**config.mk**
```make
export PLATFORM = sky130hd
export DESIGN_NAME = booth_multiplier
export DESIGN_NICKNAME = d
export VERILOG_FILES = /design/src/rtl/booth_multiplier.sv
export SDC_FILE = /design/constraint.sdc
export NUM_CORES = 1
export LEC_CHECK = 0
export CAP_MARGIN = 20
export CELL_PAD_IN_SITES_DETAIL_PLACEMENT = 1
export CELL_PAD_IN_SITES_GLOBAL_PLACEMENT = 2
export CORE_ASPECT_RATIO = 0.8
export CORE_MARGIN = 2
export CORE_UTILIZATION = 30
export CTS_BUF_LIST = sky130_fd_sc_hd__clkbuf_4 sky130_fd_sc_hd__clkbuf_8
export CTS_CLUSTER_SIZE = 40
export DETAILED_ROUTE_END_ITERATION = 8
export DONT_BUFFER_PORTS = 1
export GPL_TIMING_DRIVEN = 0
export PLACE_DENSITY_LB_ADDON = 0.1
export SLEW_MARGIN = 10
export SYNTH_ARGS = -nofsm -noshare
export SYNTH_HDL_FRONTEND = slang
export SYNTH_SLANG_ARGS = --single-unit
```
**constraint.sdc**
```tcl
create_clock -name clk -period 3.1 [get_ports clk]
set_input_delay 0.155 -clock clk [delete_from_list [all_inputs] [get_ports clk]]
set_output_delay 0.155 -clock clk [all_outputs]
set_load 0.005 [all_outputs]
```
**src/rtl/booth_multiplier.sv**
```systemverilog
// Sequential radix-2 Booth multiplier for two's-complement operands.
// X and Y are captured on start. One Booth step runs per clock.
// The 2*WIDTH-bit signed product appears on Z with a one-cycle valid strobe.
//
// state  | meaning
// -------+---------------------------------------------------------------
// S_IDLE | waiting for start; Z holds the last product
// S_RUN  | one Booth iteration per edge; the last edge writes Z and valid
module booth_multiplier #(
  parameter int WIDTH = 4
) (
  input  logic               clk,
  input  logic               rst,
  input  logic               start,
  input  logic [WIDTH-1:0]   X,
  input  logic [WIDTH-1:0]   Y,
  output logic               valid,
  output logic [2*WIDTH-1:0] Z
);

  localparam int CW = $clog2(WIDTH + 1);

  typedef enum logic [0:0] {
    S_IDLE = 1'b0,
    S_RUN  = 1'b1
  } state_t;

  state_t r_state, r_state_nxt;

  // The accumulator has one guard bit, so subtracting M = -2^(WIDTH-1) cannot overflow.
  logic [WIDTH:0]       r_a;
  logic [WIDTH:0]       r_m;
  logic [WIDTH-1:0]     r_q;
  logic                 r_q1;
  logic [CW-1:0]        r_count;
  logic                 r_valid;
  logic [2*WIDTH-1:0]   r_z;

  logic                 w_load;
  logic                 w_step;
  logic                 w_last;
  logic [WIDTH:0]       w_sum;
  logic [WIDTH:0]       w_a_sh;
  logic [WIDTH-1:0]     w_q_sh;
  logic                 w_q1_sh;

  // State register
  always_ff @(posedge clk or posedge rst) begin
    if (rst) r_state <= S_IDLE;
    else     r_state <= r_state_nxt;
  end

  // Next state and datapath strobes.
  // w_last fires on the edge that completes the final iteration.
  always_comb begin
    r_state_nxt = r_state;
    w_load      = 1'b0;
    w_step      = 1'b0;
    w_last      = 1'b0;
    unique case (r_state)
      S_IDLE: begin
        if (start) begin
          w_load      = 1'b1;
          r_state_nxt = S_RUN;
        end
      end
      S_RUN: begin
        w_step = 1'b1;
        if (r_count == CW'(1)) begin
          w_last      = 1'b1;
          r_state_nxt = S_IDLE;
        end
      end
      default: r_state_nxt = S_IDLE;
    endcase
  end

  // Booth add or subtract selected by {Q[0], q_1}, then arithmetic right shift of {A, Q, q_1}
  always_comb begin
    w_sum = r_a;
    unique case ({r_q[0], r_q1})
      2'b01:   w_sum = r_a + r_m;
      2'b10:   w_sum = r_a - r_m;
      default: w_sum = r_a;
    endcase
    w_a_sh  = {w_sum[WIDTH], w_sum[WIDTH:1]};
    w_q_sh  = {w_sum[0], r_q[WIDTH-1:1]};
    w_q1_sh = r_q[0];
  end

  // Operand capture and iteration registers
  always_ff @(posedge clk or posedge rst) begin
    if (rst) begin
      r_a     <= '0;
      r_m     <= '0;
      r_q     <= '0;
      r_q1    <= 1'b0;
      r_count <= '0;
    end else if (w_load) begin
      r_a     <= '0;
      r_m     <= {X[WIDTH-1], X};
      r_q     <= Y;
      r_q1    <= 1'b0;
      r_count <= CW'(WIDTH);
    end else if (w_step) begin
      r_a     <= w_a_sh;
      r_q     <= w_q_sh;
      r_q1    <= w_q1_sh;
      r_count <= r_count - CW'(1);
    end
  end

  // Product register and valid strobe. Z changes only when a multiply completes.
  always_ff @(posedge clk or posedge rst) begin
    if (rst) begin
      r_valid <= 1'b0;
      r_z     <= '0;
    end else begin
      r_valid <= w_last;
      if (w_last) r_z <= {w_a_sh[WIDTH-1:0], w_q_sh};
    end
  end

  assign valid = r_valid;
  assign Z     = r_z;

endmodule

```
Yosys cells after proc, flatten, opt, wreduce, memory -nomap -nowiden
Index checks and enable logic that the tools add are counted.

Memories kept: 0. Bits in registers: 27. Bits in latches: 0. Output and inout bits: 9. ROM bits: 0. Memory bits (writable): 0. Word-level logic and storage cells: 32.

Eq/ne operators: 3. $lt $le $gt $ge: 0. Multipliers: 0. Add/subtract/negate cells: 3. Divide/modulo/power cells: 0. Mux-type cells: 16. Bitwise gates (word level): 1. Shifts and indexed selects: 0. Reductions and logical operators: 1.

Operators by type and width (count): $mux W5 (2); $pmux W5 S2 (1); $mux W1 (8); $mux W4 (2); $mux W3 (2); $add A5 B5 Y5 (1); $sub A5 B5 Y5 (1); $eq A3 B1 Y1 const B (1); $sub A3 B1 Y3 const B (1); $eq A2 B1 Y1 const B (1); $eq A2 B2 Y1 const B (1); $pmux W1 S2 (1); $reduce_bool A2 Y1 (1); $not A1 Y1 (1).

Depth between registers and ports, before layout
Gate-level depths: netlist of the first run.

Depth after elaboration: 4. Gate-level depth with buffers: 10. Gate-level depth less buffers: 10.

Worst setup path before layout of the first run
No wires, ideal clock.

Path type: reg-to-reg. From: register r_q1. To: register r_z[7] (netlist: Z[7]). Setup time: 0.122 ns. Arrival time: 2.078 ns. Required time: 2.978 ns. Clock period less this slack: 2.200 ns. Stages on the path, launching flop included: 10. Setup slack: 0.900 ns. Path through: dfrtp_1 inv_1 ha_1 mux2_2 fa_1 nand2b_1 a21oi_1 xnor2_1 mux2i_1 nand2_1.

Cells in the longest elaborated chain, start to end: 2.

RTL lines: start: declaration (RTL line 34) `logic r_q1;`; start signal: assignment (RTL line 108) `r_q1 <= w_q1_sh;`; $eq A2 B2 Y1 / $eq A2 B1 Y1 (equally long branches) (RTL line 81) `unique case ({r_q[0], r_q1})`; $pmux W5 S2 (*) (RTL line 81); end signal: assignment (RTL line 120) `if (w_last) r_z <= {w_a_sh[WIDTH-1:0], w_q_sh};`; end: declaration (RTL line 37) `logic [2*WIDTH-1:0] r_z;`.

Mark *: on every way between the ends. The rest lies on a longest branch, timed or not. A chain may end at the register's enable or synchronous reset.

Worst setup path after layout of the first run
Same ends and word-level chain as after synthesis.

==> results of run 1 <==
==> power by group <==
| group | internal, uW | switching (uW) | total [uW] |
|---|---|---|---|
| sequential | 515 | 129 | 644 |
| combinational | 525 | 613 | 1140 |
| clock | 114 | 115 | 229 |
==> metrics by stage <==
stage / worst slack (ps) / utilization, %
after detailed placement: 693 / 32.2
after global routing: 498 / 34.2
final: 696 / 34.2
after global placement: 718 / 32.2
after CTS: 649 / 33.6
after floorplan: 900 / -
==> cells by family after synthesis <==
group	synth area share (%)
AND/OR/NAND/NOR	15.2
AO/OA/AOI/OAI	10.3
XOR/XNOR	3.18
multiplexers	9.98
adder cells (fa/ha/maj)	8.71
buffers and inverters	5.44
flip-flops	47.2
==> critical path: stages (launching register included) <==
cell      delay (ps)
dfrtp_1          380
inv_1             80
ha_1             240
mux2_2           390
fa_1             430
nand2b_1         160
a21oi_1          150
xnor2_1          190
mux2i_1          230
nand2_1           60
==> registers in the layout, summed over array words and instances (netlist names) <==
register,count
r_q1,1
r_m,4
r_count,3
Z,8
r_q,4
valid,1
r_state,1
r_a,4
==> placed cells by master (no fill, tap or decap) <==
| master | count |
|---|---|
| dfrtp_1 | 26 |
| nand2_1 | 21 |
| inv_1 | 11 |
| o21ai_0 | 8 |
| nor2_1 | 8 |
| ha_1 | 8 |
| mux2i_1 | 7 |
| a21oi_1 | 7 |
| mux2_2 | 6 |
| nand2b_1 | 6 |
| o31ai_1 | 4 |
| clkbuf_8 | 4 |
| nor2b_1 | 3 |
| xnor2_1 | 3 |
| buf_2 | 2 |
| clkbuf_1 | 2 |
| xor2_1 | 2 |
| a31oi_1 | 2 |
| nor3_1 | 2 |
| dlygate4sd3_1 | 2 |
| a21o_1 | 1 |
| nor3b_1 | 1 |
| or2_1 | 1 |
| o21ai_2 | 1 |
| or2_4 | 1 |
| clkinv_2 | 1 |
| and2_1 | 1 |
| buf_6 | 1 |
| and3_1 | 1 |
| a211oi_1 | 1 |
| fa_1 | 1 |
| buf_8 | 1 |
==> final cells by class <==
type	instances	area [um2]
Sequential cell	26	651
Tap cell	60	75.1
Clock buffer	4	55.1
Timing Repair Buffer	3	35.0
Inverter	12	46.3
Multi-Input combinational cell	96	653
Buffer	5	28.8
Fill cell	530	2970
==> per-layer routing <==
layer,routed length (um),global-route usage (%),share of wire (%),vias to the layer above
li1,-,-,-,474
met1,1510,18.0,52,462
met2,1240,20.2,43,18
met3,117,3.62,4.0,2
met4,24,3.18,0.83,0
met5,0,0,0,-
==> how the worst min path moves through the flow <==
| stage | from | endpoint | slack [ps] | cells past startpoint |
|---|---|---|---|---|
| final | X[1] | r_m[1] | 3 | 2 |
| after global routing | X[3] | r_m[3] | 8 | 1 |
| after CTS | X[1] | r_m[1] | 3 | 2 |
| after detailed placement | X[0] | r_m[0] | 280 | 2 |
| after global placement | X[0] | r_m[0] | 280 | 2 |
| after floorplan | rst | Z[0] | 200 | 1 |
==> flow_metrics.env, run 1 <==
export IMPL_synthArstFlopShare_pct=100
export IMPL_synth_area_leaders="dfrtp_1 (47%), ha_1 (7.3%), nand2_1 (5.7%), mux2i_1 (5.1%), mux2_2 (4.9%)"
export IMPL_vias=956
export IMPL_synth_cell_type_count=29
export IMPL_dieArea_um2=5160
export IMPL_crit_required_ps=3270
export IMPL_routed_wl_um=2890
export IMPL_grt_max_degree=27
export IMPL_routed_via_density=4.64
export IMPL_status="completed"
export IMPL_ys_ff_latch=26
export IMPL_drtPass1Iterations=4
export IMPL_io_pins=20
export IMPL_slew_headroom_pct=59.8
export IMPL_avgSynthCellArea_um2=9.92
export IMPL_antenna_left=0
export IMPL_die_x_um=79.8
export IMPL_synth_top_area_share_pct=47.2
export IMPL_path_clk_slew_ps=100
export IMPL_timing_rr_end="Z[7]"
export IMPL_antennaDiodeCount=0
export IMPL_rows=22
export IMPL_finalCritPeriodShare_pct=77.6
export IMPL_drive_gt1_share_pct=11.6
export IMPL_worst_slew_pin_slew_ps=602
export IMPL_dp_final_hpwl_um=2190
export IMPL_crit_type="register to register"
export IMPL_yosysWarnings=0
export IMPL_h_tree_depth=1
export IMPL_cts_hold_buf=1
export IMPL_start_kind="register"
export IMPL_synthTopCellsByCount="dfrtp_1 (26), nand2_1 (21), inv_1 (11)"
export IMPL_route_detailed_drc=0
export IMPL_routabilityCongestion=0.703
export IMPL_post_drt_wl_per_cell_um=14.0
export IMPL_endpoint_kind="register"
export IMPL_hold_path_class="input port to register"
export IMPL_grt_ovfl_total=0
export IMPL_cp_startpoint="r_q1"
export IMPL_cts_setup_buffers=0
export IMPL_setup_viol=0
export IMPL_synth_edf_count=0
export IMPL_fmax_mhz=416
export IMPL_clk_latency_ps=270
export IMPL_timing_rr_start="r_q1"
export IMPL_power_total_uw=2010
export IMPL_grt_pass1_vias=1057
export IMPL_endpoint="Z[7]"
export IMPL_post_synth_top_count_cell="dfrtp_1"
export IMPL_antenna_found_initial=0
export IMPL_cts_buffers_inserted=3
export IMPL_core_area_um2=4510
export IMPL_area_delta_synth_final_pct=12.0
export IMPL_synth_fp_nets=159
export IMPL_crit_fanout=5
export IMPL_layout_nets=167
export IMPL_synth_area_leader_cell="dfrtp_1"
export IMPL_netlist_instances=139
export IMPL_r2r_cells=9
export IMPL_drtIter0Drc=45
export IMPL_powerDensity_nw_per_um2=1300
export IMPL_synth_ff_type="dfrtp_1"
export IMPL_layout_min_cycle_time_ps=2400
export IMPL_layout_cells_non_filler=206
export IMPL_io_buffers=0
export IMPL_r2r_slack_ps=700
export IMPL_postPlaceCellArea_um2=1450
export IMPL_grt_pass1_wl_um=5120
export IMPL_place_inst=199
export IMPL_cts_resized=0
export IMPL_arrival_ps=2570
export IMPL_hold_ws_ps=3.28
export IMPL_setup_tns_ps=0
export IMPL_grt_util_all_layers_pct=13.0
export IMPL_seq_area_frac_synth_pct=47.2
export IMPL_power_leakage_uw=0.000733
export IMPL_cap_violations=0
export IMPL_finalMaxSlewViolations=0
export IMPL_irDropWorstVdd_v=0.000353
export IMPL_clock_sinks=26
export IMPL_rsz0062_at_grt="no"
export IMPL_finClkSkew_ps=3.11
export IMPL_clockBufferDepth=2
export IMPL_die_h_um=64.6
export IMPL_cts_root_buf="clkbuf_8"
export IMPL_final_cell_area_um2=1540
export IMPL_cts_tree="built"
export IMPL_start_util_pct=30.5
export IMPL_hold_violations=0
export IMPL_syn_area_um2=1380
Power figures use the tool's default switching activity.
==> run 2: changes to the inputs <==
Settings changed: ABC_AREA set to 1.
Clock period 3.1 ns to 2 ns, I/O delays scaled along.
==> run 2 against run 1 <==
Effect of this change: wire length rose by 18%; sequential cell count did not move; die area fell by 1.0%; critical endpoint is now r_a[1]; critical path type unchanged; synthesized cell count rose by 15%.
==> flow_metrics.env, run 2 <==
export IMPL_io_pins=20
export IMPL_netlist_instances=160
export IMPL_largest_reg_flops=8
export IMPL_crit_required_ps=2160
export IMPL_postPlaceCellArea_um2=1440
export IMPL_final_core_util_pct=43.2
export IMPL_finClkSkew_ps=15.4
export IMPL_route_detailed_drc=0
export IMPL_crit_fanout=3
export IMPL_core_area_um2=4280
export IMPL_antenna_left=0
export IMPL_post_synth_top_count_cell="nand2_1"
export IMPL_dieArea_um2=5100
export IMPL_area_delta_synth_final_pct=35.6
export IMPL_drive_gt1_share_pct=29.3
export IMPL_post_drt_wl_per_cell_um=14.1
export IMPL_ys_ff_latch=26
export IMPL_synthArstFlopShare_pct=100
export IMPL_cap_violations=0
export IMPL_grt_pass1_vias=1229
export IMPL_finalMaxSlewViolations=0
export IMPL_io_buffers=0
export IMPL_hold_ws_ps=63.1
export IMPL_place_ws_ps=-186
export IMPL_die_h_um=64.3
export IMPL_h_tree_depth=1
export IMPL_vias=1142
export IMPL_routabilityCongestion=0.729
export IMPL_start_kind="register"
export IMPL_start_util_pct=31.8
export IMPL_routed_wl_um=3400
export IMPL_grt_max_degree=27
export IMPL_synth_edf_count=0
export IMPL_path_cells="inv_2 > ha_4 > inv_4 > o21ai_4 > fa_2 > buf_4 > xnor2_1 > mux2i_1 > o22ai_1"
export IMPL_antenna_found_initial=0
export IMPL_endpoint_kind="register"
export IMPL_seq_area_frac_synth_pct=47.7
export IMPL_synth_area_leaders="dfrtp_1 (48%), nand2_1 (15%), ha_1 (7.3%), inv_1 (5.2%), o21ai_0 (3.7%)"
export IMPL_hold_violations=0
export IMPL_synth_cell_type_count=26
export IMPL_die_x_um=79.4
export IMPL_synth_area_leader_cell="dfrtp_1"
export IMPL_layout_min_cycle_time_ps=1960
export IMPL_final_common_cell="nand2_1"
export IMPL_crit_type="register to register"
export IMPL_fmax_mhz=511
export IMPL_synth_ff_type="dfrtp_1"
export IMPL_clock_sinks=26
export IMPL_r2r_slack_ps=40
export IMPL_clk_latency_ps=280
export IMPL_dp_final_hpwl_um=2460
export IMPL_grt_util_all_layers_pct=14.9
export IMPL_critPathBufInv=3
export IMPL_synth_top_area_share_pct=47.7
export IMPL_syn_area_um2=1360
export IMPL_hold_path_class="input port to register"
export IMPL_timing_critical_path_slowest_cell_delay_ps=430
export IMPL_crit_family="adder cells"
export IMPL_setup_viol=0
export IMPL_critPathSlowestCell="fa_2"
export IMPL_synthTopCellsByCount="nand2_1 (54), dfrtp_1 (26), inv_1 (19), o21ai_0 (10), nand3_1 (9)"
export IMPL_status="completed"
export IMPL_routed_via_density=4.74
export IMPL_path_clk_slew_ps=100
export IMPL_synth_fp_nets=180
export IMPL_arrival_ps=2120
export IMPL_drtPass1Iterations=4
export IMPL_final_cell_mix="nand2_1 (47), dfrtp_1 (26), inv_1 (13)"
export IMPL_rsz0062_at_grt="yes"
export IMPL_slew_headroom_pct=70.3
export IMPL_finalCritPeriodShare_pct=97.9
export IMPL_cts_tree="built"
export IMPL_fill_cells=490
export IMPL_clockBufferDepth=2
export IMPL_layout_nets=205
export IMPL_grt_pass1_wl_um=5900
export IMPL_antennaDiodeCount=0
export IMPL_rows=21
export IMPL_cts_root_buf="clkbuf_8"
export IMPL_worst_slew_pin_slew_ps=445
export IMPL_cts_buffers_inserted=3
export IMPL_final_cell_area_um2=1850
export IMPL_drtIter0Drc=32
export IMPL_fin_ws_ps=42.8
export IMPL_avgSynthCellArea_um2=8.52
export IMPL_yosysWarnings=0
export IMPL_grt_ovfl_total=0
## run 2: logic make-up (layout without fill, tap and decap cells)
kind of cell	count (synthesis)	in the layout	share of synthesized area, %
DFF	26	26	47.7
AOI/OAI and AO/OA	22	22	9.36
adders and majority gates	9	9	8.81
muxes	2	2	1.56
buffers and inverters	24	48	7.98
xor gates and xnor gates	2	2	1.28
and+or+nand+nor	75	75	23.3
## run 2: worst register-to-register path, cell delays in order, from the launching register on
cell and delay, ps:
dfrtp_1 410, inv_2 80, ha_4 210, inv_4 50, o21ai_4 60, fa_2 430, buf_4 150, xnor2_1 130
mux2i_1 210, o22ai_1 100
## run 2: cell type report
class                           instances  area (um2)  share of cell area, %
Tap cell                               57        71.3                   3.86
Timing Repair Buffer                   20         196                   10.6
Inverter                               21        83.8                   4.53
Clock buffer                            3        41.3                   2.23
Clock inverter                          1        30.0                   1.62
Buffer                                  3        27.5                   1.49
Sequential cell                        26         651                   35.2
Multi-Input combinational cell        110         748                   40.5
## run 2: worst paths after layout
kind                           end  cells after the start    from
setup / recovery            r_a[1]                      9  r_m[1]
setup reg to reg            r_a[1]                      9  r_m[1]
min in group asynchronous   r_q[1]                      2     rst
hold / removal             r_state                      2   start
max in group asynchronous   r_a[2]                      3     rst
hold reg to reg               Z[6]                      2    Z[6]
## run 2: repair_timing
| action | CTS | global route |
|---|---|---|
| pin swaps | 10 | 21 |
| gates resized for setup | 10 | 28 |
| hold buffers | 9 | 0 |
| setup endpoints to repair | 8 | 8 |
| buffers inserted | 8 | 2 |
| hold endpoints to repair | 34 | 0 |
## run 2: per-stage QoR
| stage | setup TNS, ps | cells |
|---|---|---|
| after global routing | -401 | 241 |
| after floorplan | 0 | 160 |
| after CTS | -26.3 | 238 |
| final | 0 | 241 |
| after global placement | -279 | 217 |
| after detailed placement | -719 | 217 |
## run 2: metal layers
| metal | vias to the layer above | share of wire (%) | GRT usage (%) |
|---|---|---|---|
| met1 | 565 | 46 | 19.8 |
| met2 | 15 | 50 | 25.2 |
| met3 | 2 | 3.1 | 3.81 |
| met4 | 0 | 0.47 | 1.94 |
| met5 | - | 0 | 0 |
| li1 | 560 | - | - |
Power of run 2 is not shown: default switching activity piles up to over one toggle a cycle in this logic, so the estimate is an artifact.
==> run 3: changes to the inputs <==
Settings changed: CELL_PAD_IN_SITES_DETAIL_PLACEMENT 1 to 0, CELL_PAD_IN_SITES_GLOBAL_PLACEMENT 2 to 1.
==> run 3 against run 2 <==
Effect of this change: non-clock buffer count down 2; wire length down 10%; clock skew down 14 ps; first-iteration DRC count down 19%; setup slack better by 11 ps; via count down 4.2%; hold slack worse by 9.9 ps; final area down 4.9%; die area unchanged; global-route usage down 2.0 points; critical endpoint is now Z[7]; highest routed layer unchanged.
==> flow_metrics.env, run 3 (synthesis results as in run 2) <==
export IMPL_status="completed"
export IMPL_finalCritPeriodShare_pct=97.3
export IMPL_io_buffers=0
export IMPL_route_detailed_drc=0
export IMPL_layout_nets=203
export IMPL_post_drt_wl_per_cell_um=12.8
export IMPL_setup_viol=0
export IMPL_area_delta_synth_final_pct=28.9
export IMPL_power_leakage_uw=0.000839
export IMPL_clockBufferDepth=2
export IMPL_antennaDiodeCount=0
export IMPL_endpoint_kind="register"
export IMPL_crit_top_cell="nand2_1"
export IMPL_combPwrFrac_pct=63.2
export IMPL_drtIter0Drc=26
export IMPL_r2r_cells=13
export IMPL_slew_headroom_pct=71.3
export IMPL_io_pins=20
export IMPL_critPathBufInv=0
export IMPL_clock_sinks=26
export IMPL_critPathSlowestCell="dfrtp_1"
export IMPL_cts_tree="built"
export IMPL_final_common_cell="nand2_1"
export IMPL_hold_path_class="input port to register"
export IMPL_grt_pass1_wl_um=5030
export IMPL_fmax_mhz=514
export IMPL_clk_latency_ps=270
export IMPL_timing_rr_start="r_q[0]"
export IMPL_final_cell_mix="nand2_1 (52), dfrtp_1 (26), inv_1 (17)"
export IMPL_setup_tns_ps=0
export IMPL_final_core_util_pct=41.0
export IMPL_crit_family="simple AND/OR/NAND/NOR gates"
export IMPL_start_kind="register"
export IMPL_start_util_pct=31.8
export IMPL_min_from="start"
export IMPL_rsz0062_at_grt="yes"
export IMPL_p_clk_share_pct=9.4
export IMPL_cts_buffers_inserted=3
export IMPL_dp_final_hpwl_um=2250
export IMPL_grt_util_all_layers_pct=12.9
export IMPL_core_area_um2=4280
export IMPL_p_sw_uw=1610
export IMPL_crit_required_ps=2210
export IMPL_layout_cells_non_filler=239
export IMPL_worst_slew_pin_slew_ps=431
export IMPL_antenna_found_initial=0
export IMPL_drtPass1Iterations=4
export IMPL_crit_fanout=6
export IMPL_crit_type="register to register"
export IMPL_finalMaxSlewViolations=0
export IMPL_dieArea_um2=5100
export IMPL_place_inst=217
export IMPL_routed_via_density=4.58
export IMPL_antenna_left=0
export IMPL_h_tree_depth=1
export IMPL_path_cells="ha_4 > a31oi_2 > xnor2_2 > ha_4 > nand2_1 > nand2_1 > nor2_1 > nand2_1 > nand3_1 > nand2_1 > nand2_2 > nand2_1 > nand2_1"
export IMPL_grt_ovfl_total=0
export IMPL_timing_critical_path_slowest_cell_delay_ps=430
export IMPL_largest_reg_flops=8
export IMPL_hold_depth=3
export IMPL_finClkSkew_ps=1.81
export IMPL_die_h_um=64.3
export IMPL_routabilityCongestion=0.776
export IMPL_die_x_um=79.4
export IMPL_r2r_slack_ps=50
export IMPL_cp_depth=13
export IMPL_p_int_uw=2060
export IMPL_irDropWorstVdd_v=0.000593
export IMPL_p_sw_share_pct=43.9
export IMPL_grt_pass1_vias=1064
export IMPL_cts_root_buf="clkbuf_8"
export IMPL_hold_violations=0
export IMPL_rows=21
export IMPL_layout_min_cycle_time_ps=1950
export IMPL_vias=1094
export IMPL_drive_gt1_share_pct=21.4
export IMPL_grt_max_degree=27
export IMPL_fill_cells=435
export IMPL_routed_wl_um=3050
export IMPL_cp_startpoint="r_q[0]"
export IMPL_powerDensity_nw_per_um2=2090
export IMPL_cap_violations=0
export IMPL_arrival_ps=2160
export IMPL_p_seq_share_pct=27.4
export IMPL_path_clk_slew_ps=90
## run 3: metrics by stage
| stage | area (um2) | worst slack, ps | power (uW) | hold WS, ps |
|---|---|---|---|---|
| after detailed placement | 1440 | -115 | 2810 | 228 |
| after floorplan | 1360 | 129 | 2390 | 140 |
| after global routing | 1760 | -74.6 | 4090 | 90.7 |
| after global placement | 1440 | -96.5 | 2750 | 228 |
| final | 1760 | 54.0 | 3670 | 53.1 |
| after CTS | 1610 | 6.28 | 3320 | 55.2 |
## run 3: repair_timing
action | CTS | global route
setup buffers | 2 | 6
resized for setup | 6 | 13
pin swaps | 2 | 15
hold buffers | 9 | 0
endpoints found under the hold margin | 34 | 0
setup endpoints to repair | 6 | 8
## run 3: cell type report
cell class                 count  area, um2  area share, %
multi-input combinational    110        694           39.5
timing repair buffer          18        178           10.1
tap                           57       71.3           4.06
buffer                         3       27.5           1.57
sequential                    26        651           37.0
inverter                      21       81.3           4.63
clock buffer                   4       55.1           3.13
## run 3: worst min-delay path: stages
cell,delay (ps)
nor2_2,80
nand2_1,70
nand2_1,40
## run 3: final timing paths
| kind | end |
|---|---|
| worst max-delay path | Z[7] |
| worst min-delay path | r_a[3] |
| worst max register to register | Z[7] |
| worst min register to register | Z[1] |
| max in group asynchronous | r_count[2] |
| min in group asynchronous | Z[5] |
## run 3: power groups by stage
stage          combinational, uW  clock (uW)  sequential [uW]
2_1_floorplan               1450           0              946
3_3_place_gp                1760           0              997
3_5_place_dp                1810           0             1010
4_1_cts                     1960         353             1000
5_1_grt                     2670         379             1040
6_report                    2320         343             1010
## run 3: metal layers
metal  global-route usage [%]  share of wire [%]  up-vias
met1                     17.9                 48      513
met3                     3.67                4.1        2
li1                         -                  -      558
met4                     3.02               0.52        0
met5                        0                  0        -
met2                     19.7                 47       21
